### src/rtl/alu_arbiter.sv
// Round-robin arbiter sharing one ALU between two requesters.
// One operation in flight: accept in IDLE, execute in EXEC, hold the response in RESP.
module alu_arbiter #(
    parameter int unsigned WIDTH = 32,
    parameter int unsigned OPW   = 4
) (
    input  logic             clk,
    input  logic             rst,
    input  logic             req0_valid,
    output logic             req0_ready,
    input  logic [OPW-1:0]   req0_op,
    input  logic [WIDTH-1:0] req0_a,
    input  logic [WIDTH-1:0] req0_b,
    output logic             rsp0_valid,
    input  logic             rsp0_ready,
    output logic [WIDTH-1:0] rsp0_result,
    output logic             rsp0_zero,
    input  logic             req1_valid,
    output logic             req1_ready,
    input  logic [OPW-1:0]   req1_op,
    input  logic [WIDTH-1:0] req1_a,
    input  logic [WIDTH-1:0] req1_b,
    output logic             rsp1_valid,
    input  logic             rsp1_ready,
    output logic [WIDTH-1:0] rsp1_result,
    output logic             rsp1_zero,
    output logic [WIDTH-1:0] alu_operand1,
    output logic [WIDTH-1:0] alu_operand2,
    output logic [OPW-1:0]   alu_op,
    input  logic [WIDTH-1:0] alu_result,
    input  logic             alu_zero_flag,
    output logic             busy
);

    typedef enum logic [1:0] {
        IDLE = 2'd0,
        EXEC = 2'd1,
        RESP = 2'd2
    } state_t;

    state_t state;
    state_t state_nxt;
    logic   last_grant;
    logic   owner;
    logic   grant_any;
    logic   grant_sel;
    logic   rsp_ack;

    // Arbitration: a tie goes to the requester that did not win last time
    always_comb begin
        grant_any = (state == IDLE) && !rst && (req0_valid || req1_valid);
        grant_sel = (req0_valid && req1_valid) ? ~last_grant : req1_valid;
        rsp_ack   = owner ? rsp1_ready : rsp0_ready;
    end

    always_ff @(posedge clk) begin
        if (rst) begin
            state <= IDLE;
        end else begin
            state <= state_nxt;
        end
    end

    always_comb begin
        state_nxt = state;
        case (state)
            IDLE:    if (grant_any) state_nxt = EXEC;
            EXEC:    state_nxt = RESP;
            RESP:    if (rsp_ack) state_nxt = IDLE;
            default: state_nxt = IDLE;
        endcase
    end

    always_comb begin
        req0_ready = 1'b0;
        req1_ready = 1'b0;
        busy       = 1'b0;
        req0_ready = grant_any && !grant_sel;
        req1_ready = grant_any && grant_sel;
        busy       = (state != IDLE);
    end

    // Operand issue and per-requester response capture
    always_ff @(posedge clk) begin
        if (rst) begin
            last_grant   <= 1'b1;
            owner        <= 1'b0;
            alu_op       <= '0;
            alu_operand1 <= '0;
            alu_operand2 <= '0;
            rsp0_valid   <= 1'b0;
            rsp0_result  <= '0;
            rsp0_zero    <= 1'b0;
            rsp1_valid   <= 1'b0;
            rsp1_result  <= '0;
            rsp1_zero    <= 1'b0;
        end else begin
            if (grant_any) begin
                last_grant   <= grant_sel;
                owner        <= grant_sel;
                alu_op       <= grant_sel ? req1_op : req0_op;
                alu_operand1 <= grant_sel ? req1_a : req0_a;
                alu_operand2 <= grant_sel ? req1_b : req0_b;
            end
            if (state == EXEC) begin
                if (owner) begin
                    rsp1_valid  <= 1'b1;
                    rsp1_result <= alu_result;
                    rsp1_zero   <= alu_zero_flag;
                end else begin
                    rsp0_valid  <= 1'b1;
                    rsp0_result <= alu_result;
                    rsp0_zero   <= alu_zero_flag;
                end
            end
            if (state == RESP && rsp_ack) begin
                if (owner) begin
                    rsp1_valid <= 1'b0;
                end else begin
                    rsp0_valid <= 1'b0;
                end
            end
        end
    end

endmodule

### config.mk
export PLATFORM = sky130hd
export DESIGN_NAME = alu_arbiter
export DESIGN_NICKNAME = d
export VERILOG_FILES = /design/src/rtl/alu_arbiter.sv
export SDC_FILE = /design/constraint.sdc
export NUM_CORES = 1
export LEC_CHECK = 0
export ABC_CLOCK_PERIOD_IN_PS = 1400
export CAP_MARGIN = 20
export CORE_AREA = 2 2 127 129
export CTS_BUF_LIST = sky130_fd_sc_hd__clkbuf_8
export DETAILED_ROUTE_END_ITERATION = 10
export DIE_AREA = 0 0 129 131
export GPL_ROUTABILITY_DRIVEN = 0
export PLACE_DENSITY = 0.84
export SKIP_LAST_GASP = 1
export SYNTH_ARGS = -nofsm -noshare
export SYNTH_HDL_FRONTEND = slang
export SYNTH_SLANG_ARGS = --single-unit
### constraint.sdc
create_clock -name clk -period 1.4 [get_ports clk]
set_input_delay 0.28 -clock clk [delete_from_list [all_inputs] [get_ports clk]]
set_output_delay 0.28 -clock clk [all_outputs]
set_load 0.005 [all_outputs]
After elaboration in Yosys (flattened, before gate mapping)
Index checks and enable logic that the tools add are counted.
- bitwise gates (word level): 2
- reduce and logical (&&, ||, !) cells: 14
- multiplexer cells: 16
- equality and inequality tests: 4
- operators with widths (cell ; number):
    two-way mux 32 bit ; 2
    two-way mux 1 bit ; 10
    logical AND 1 bit ; 6
    case mux 2 bit (3 select lines) ; 1
    AND reduction 2 bit ; 3
    two-way mux 2 bit ; 2
    two-way mux 4 bit ; 1
    inequality test 2 bit, second input constant ; 2
    equality test 2 x 1 -> 1 bit, second input constant ; 1
    equality test 2 bit, second input constant ; 1
    zero test 1 bit ; 2
    zero test 2 bit ; 1
    NOT 1 bit ; 2
    nonzero test 2 bit ; 1
    logical OR 1 bit ; 1
- output and inout bits: 139
- register bits after elaboration: 140
- word-level logic and storage cells: 48
- input bits: 175

Longest topological paths before layout
- depth in word-level cells: 5
- gate-level depth with buffers: 7
- mapped depth without buffers: 3

Worst setup path before layout
No wires, ideal clock.
- path kind: reg2reg
- start point: register last_grant
- end point: register alu_operand1[23]
- path slack: -83 ps
- buffers on the path: 3
- period minus slack after synthesis: 1483 ps
- stages on the path, launching flop included: 7
- data arrival time: 1361 ps
- setup time: 122 ps
- path through: dfxtp_1 -> nand2b_1 -> buf_6 -> and3_1 -> buf_6 -> buf_2 -> a221o_1
- longest elaborated chain between the ends: 3
- ends and longest elaborated chain (item ; line ; source):
    start, declared ; 43 ; logic last_grant;
    start signal, assigned ; 99 ; last_grant <= grant_sel;
    NOT 1 bit ; 52 ; grant_sel = (req0_valid && req1_valid) ? ~last_grant : req1_valid;
    two-way mux 1 bit ; 52 ;
    two-way mux 32 bit ; 102 ; alu_operand1 <= grant_sel ? req1_a : req0_a;
    end signal, assigned ; 102 ;
    end, declared ; 27 ; output logic [WIDTH-1:0] alu_operand1,
No other way between the ends.
A chain may end at the register's enable or synchronous reset.

Worst setup path after layout
- start point: register state[0]
- end point: output req0_ready
- longest elaborated chain between the ends: 4
- ends and longest elaborated chain (item ; line ; source):
    start, declared ; 41 ; state_t state;
    start signal, assigned ; 60 ; state <= state_nxt;
    zero test 2 bit ; 51 ; grant_any = (state == IDLE) && !rst && (req0_valid || req1_valid);
    logical AND 1 bit (2 in a row) ; 51 ;
    logical AND 1 bit ; 78 ; req0_ready = grant_any && !grant_sel;
    end, declared ; 10 ; output logic req0_ready,
No other way between the ends.

==> summary.md <==
| Metric | Value |
|---|---|
| DR pass1 iterations | `4` |
| Leakage Power | `4.24 nW` |
| RSZ-0062 raised after global routing | `yes` |
| Top-area cell type share of the netlist area | `52.7%` |
| Core Footprint | `15600 µm²` |
| Mapped Cells | `578` |
| Most common cell after layout, fill and taps aside | `clkdlybuf4s50_1` |
| Buffers on Ports | `313` |
| Netlist Area Pre-Place | `5320 µm²` |
| Area grow syn2layout | `75.2%` |
| CP Class | `reg -> out` |
| Routed len/inst | `17.9 µm` |
| Num Clock Sinks | `140` |
| Via-to-Cell Ratio | `5.08` |
| Final worst-path cycle share | `118%` |
| Skew-Pair Late Insertion Delay | `0.45 ns` |
| Max Cap Viol | `0` |
| Vias in the first global route | `5435` |
| Nets | `1066` |
| Total Routing Usage GR | `22.2%` |
| Largest net degree at the start of global routing | `77` |
| Startpoint Class | `flop` |
| WP data required | `1.12 ns` |
| Most frequent cells in the layout | `clkdlybuf4s50_1 (173), nand2_1 (134), dlygate4sd2_1 (128)` |
| DRC errors left | `0` |
| Pwr Total | `0.0101 W` |
| Fin crit period | `1.66 ns` |
| Layout cells sized above 1 | `15.9%` |
| Crit path launch | `state[0]` |
| R2R depth | `5` |
| Critical R2R Capture | `alu_operand1[14]` |
| Setup Viol. Count Final | `76` |
| Status | `complete, but fails checks` |
| Cts bufs inserted | `17` |
| FMAX | `604 MHz` |
| Synth area leaders | `dfxtp_1 (53%), a221o_1 (11%), nand2_1 (9.5%)` |
| Worst slew pin tran | `0.672 ns` |
| Initial Utilization | `34.1%` |
| Critical path arrival | `1.38 ns` |
| Grt ovf | `0` |
| Final hold viol count | `0` |
| Unique masters post-synth | `30` |
| Post-route setup slack | `-0.257 ns` |
| Num rows | `46` |
| Pwr per Cell Area | `1080 nW/µm²` |
| CTS tree | `built` |
| Violated checks | `setup timing` |
| Dpl hpwl | `13000 µm` |
| Top cell type by total area after synthesis | `dfxtp_1` |
| Flops & latches, synth | `140` |
| Die ar. | `16900 µm²` |
| Worst reg2reg startpoint | `state[1]` |
| Clock Skew | `0.0134 ns` |
| Reg clk slew, reported paths | `0.08 ns` |
| First-pass GRT wire length | `29000 µm` |
| Syn_area_per_cell | `9.21 µm²` |
| Maximum buffer depth of the clock tree | `2` |
| Final wirelength | `20100 µm` |
| Synth warn | `0` |
| Die W | `129 µm` |
| Max-slew violations | `0` |
| Hold-fix buffers, CTS | `0` |
| Maximum vdd drop | `687 µV` |
| # IOs | `314` |
| Initial DRC Count | `274` |
| Worst hold path type | `in -> reg` |
| H-tree levels | `4` |
| Clock Root Buffer | `clkbuf_8` |
| Syn Nets | `753` |
| Sequential cell area fraction in the yosys report | `52.7%` |
| Initial antenna violation count | `0` |
| Die H | `131 µm` |
| N_diodes | `0` |
| Number of vias in the routed layout | `5688` |
| Routed Antenna Nets | `0` |
| Rel. slew slack | `55.2%` |
| Crit. End Element | `primary output` |
| R2R Setup Slk | `-0.25 ns` |
| Hold WS | `0.282 ns` |
| Crit path max fanout | `3` |
| Crit path capture | `req0_ready` |
==> layout make-up <==
type	count	area, µm²
timing repair buffer	351	3510
tap	216	270
clock buffer	18	248
clock inverter	14	171
multi-input combinational	377	2230
sequential	140	2880
fill	1347	6270
inverter	4	15.0
==> stage by stage <==
| step | cell area (µm²) | utilization (%) | worst slack (ns) | setup TNS [ns] | std cells |
|---|---|---|---|---|---|
| floorplan | 5370 | - | -0.0494 | -3.09 | 578 |
| global placement | 8640 | 55.4 | -0.626 | -43.28 | 1071 |
| detailed placement | 8640 | 55.4 | -0.652 | -45.86 | 1071 |
| CTS | 9140 | 58.6 | -0.286 | -8.20 | 1110 |
| global route | 9320 | 59.8 | -0.338 | -18.23 | 1120 |
| finish | 9320 | 59.8 | -0.257 | -12.73 | 1120 |
==> how the worst min path moves through the flow <==
stage                          from                to  slack (ns)  depth (start not counted)
floorplan             alu_result[0]    rsp0_result[0]        0.42                          2
global placement    rsp0_result[30]   rsp0_result[30]        0.44                          2
detailed placement  rsp0_result[21]   rsp0_result[21]        0.45                          2
CTS                             rst  alu_operand2[11]        0.23                          3
global route                    rst              flop        0.28                          3
finish                          rst          state[1]        0.28                          3
==> report_power, final <==
part	total, W	switching, W	internal [W]	leakage [nW]
combinational	0.00208	0.000844	0.00124	2.86
clock	0.00351	0.00180	0.00171	0.211
sequential	0.00448	0.000167	0.00431	1.17
total	0.0101	0.00282	0.00725	4.24
==> registers in the layout (all words and copies together) (netlist names), named ones only <==
register      count
alu_op            4
alu_operand1     32
alu_operand2     32
last_grant        1
owner             1
rsp0_result      32
rsp0_zero         1
rsp1_result      32
rsp1_zero         1
state             2
==> repair_timing <==
item	CTS	global route
buffers inserted	4	2
gates cloned	3	8
resized for setup	224	15
pin swaps	2	1
setup endpoints to repair	241	113
==> per-layer routing <==
metal / GRT usage, % / up-vias / wire length [µm]
li1: - / 2710 / -
met1: 25.4 / 2664 / 7740
met2: 38.1 / 279 / 10100
met3: 7.86 / 35 / 1740
met4: 8.76 / 0 / 495
met5: 0 / - / 0
==> Yosys cell counts <==
library cell and instances:
nor3_4 1, o21ai_0 8, clkbuf_1 25, buf_2 20
a21o_1 1, nand4_1 8, a31oi_1 8, o21ba_1 1
nor3_1 1, and3_1 61, a211oi_1 2, a221o_1 60
nor2_1 1, and3b_1 1, o31ai_1 1, nand3_1 8
dfxtp_1 140, nand2b_1 2, nand3b_1 2, buf_6 11
inv_1 4, nor3b_2 1, buf_4 2, nand2_1 134
and2_1 1, a21boi_2 1, or3b_1 1, o2111ai_1 1
a21oi_1 70, or2_1 1
==> worst max-delay path, stage by stage, from the launching register on <==
cell     delay, ns
dfxtp_2       0.35
nor3_4        0.18
buf_6         0.12
and3_4        0.19
buf_6         0.10
==> kinds of logic (layout without fill, tap and decap cells) <==
family / after synthesis / after routing / share of synthesized area, %
and+or+nand+nor: 223 / 223 / 20.1
AOI/OAI and AO/OA: 153 / 154 / 20.7
DFF: 140 / 140 / 52.7
buffers and inverters: 62 / 387 / 6.54
Power figures use the tool's default switching activity.
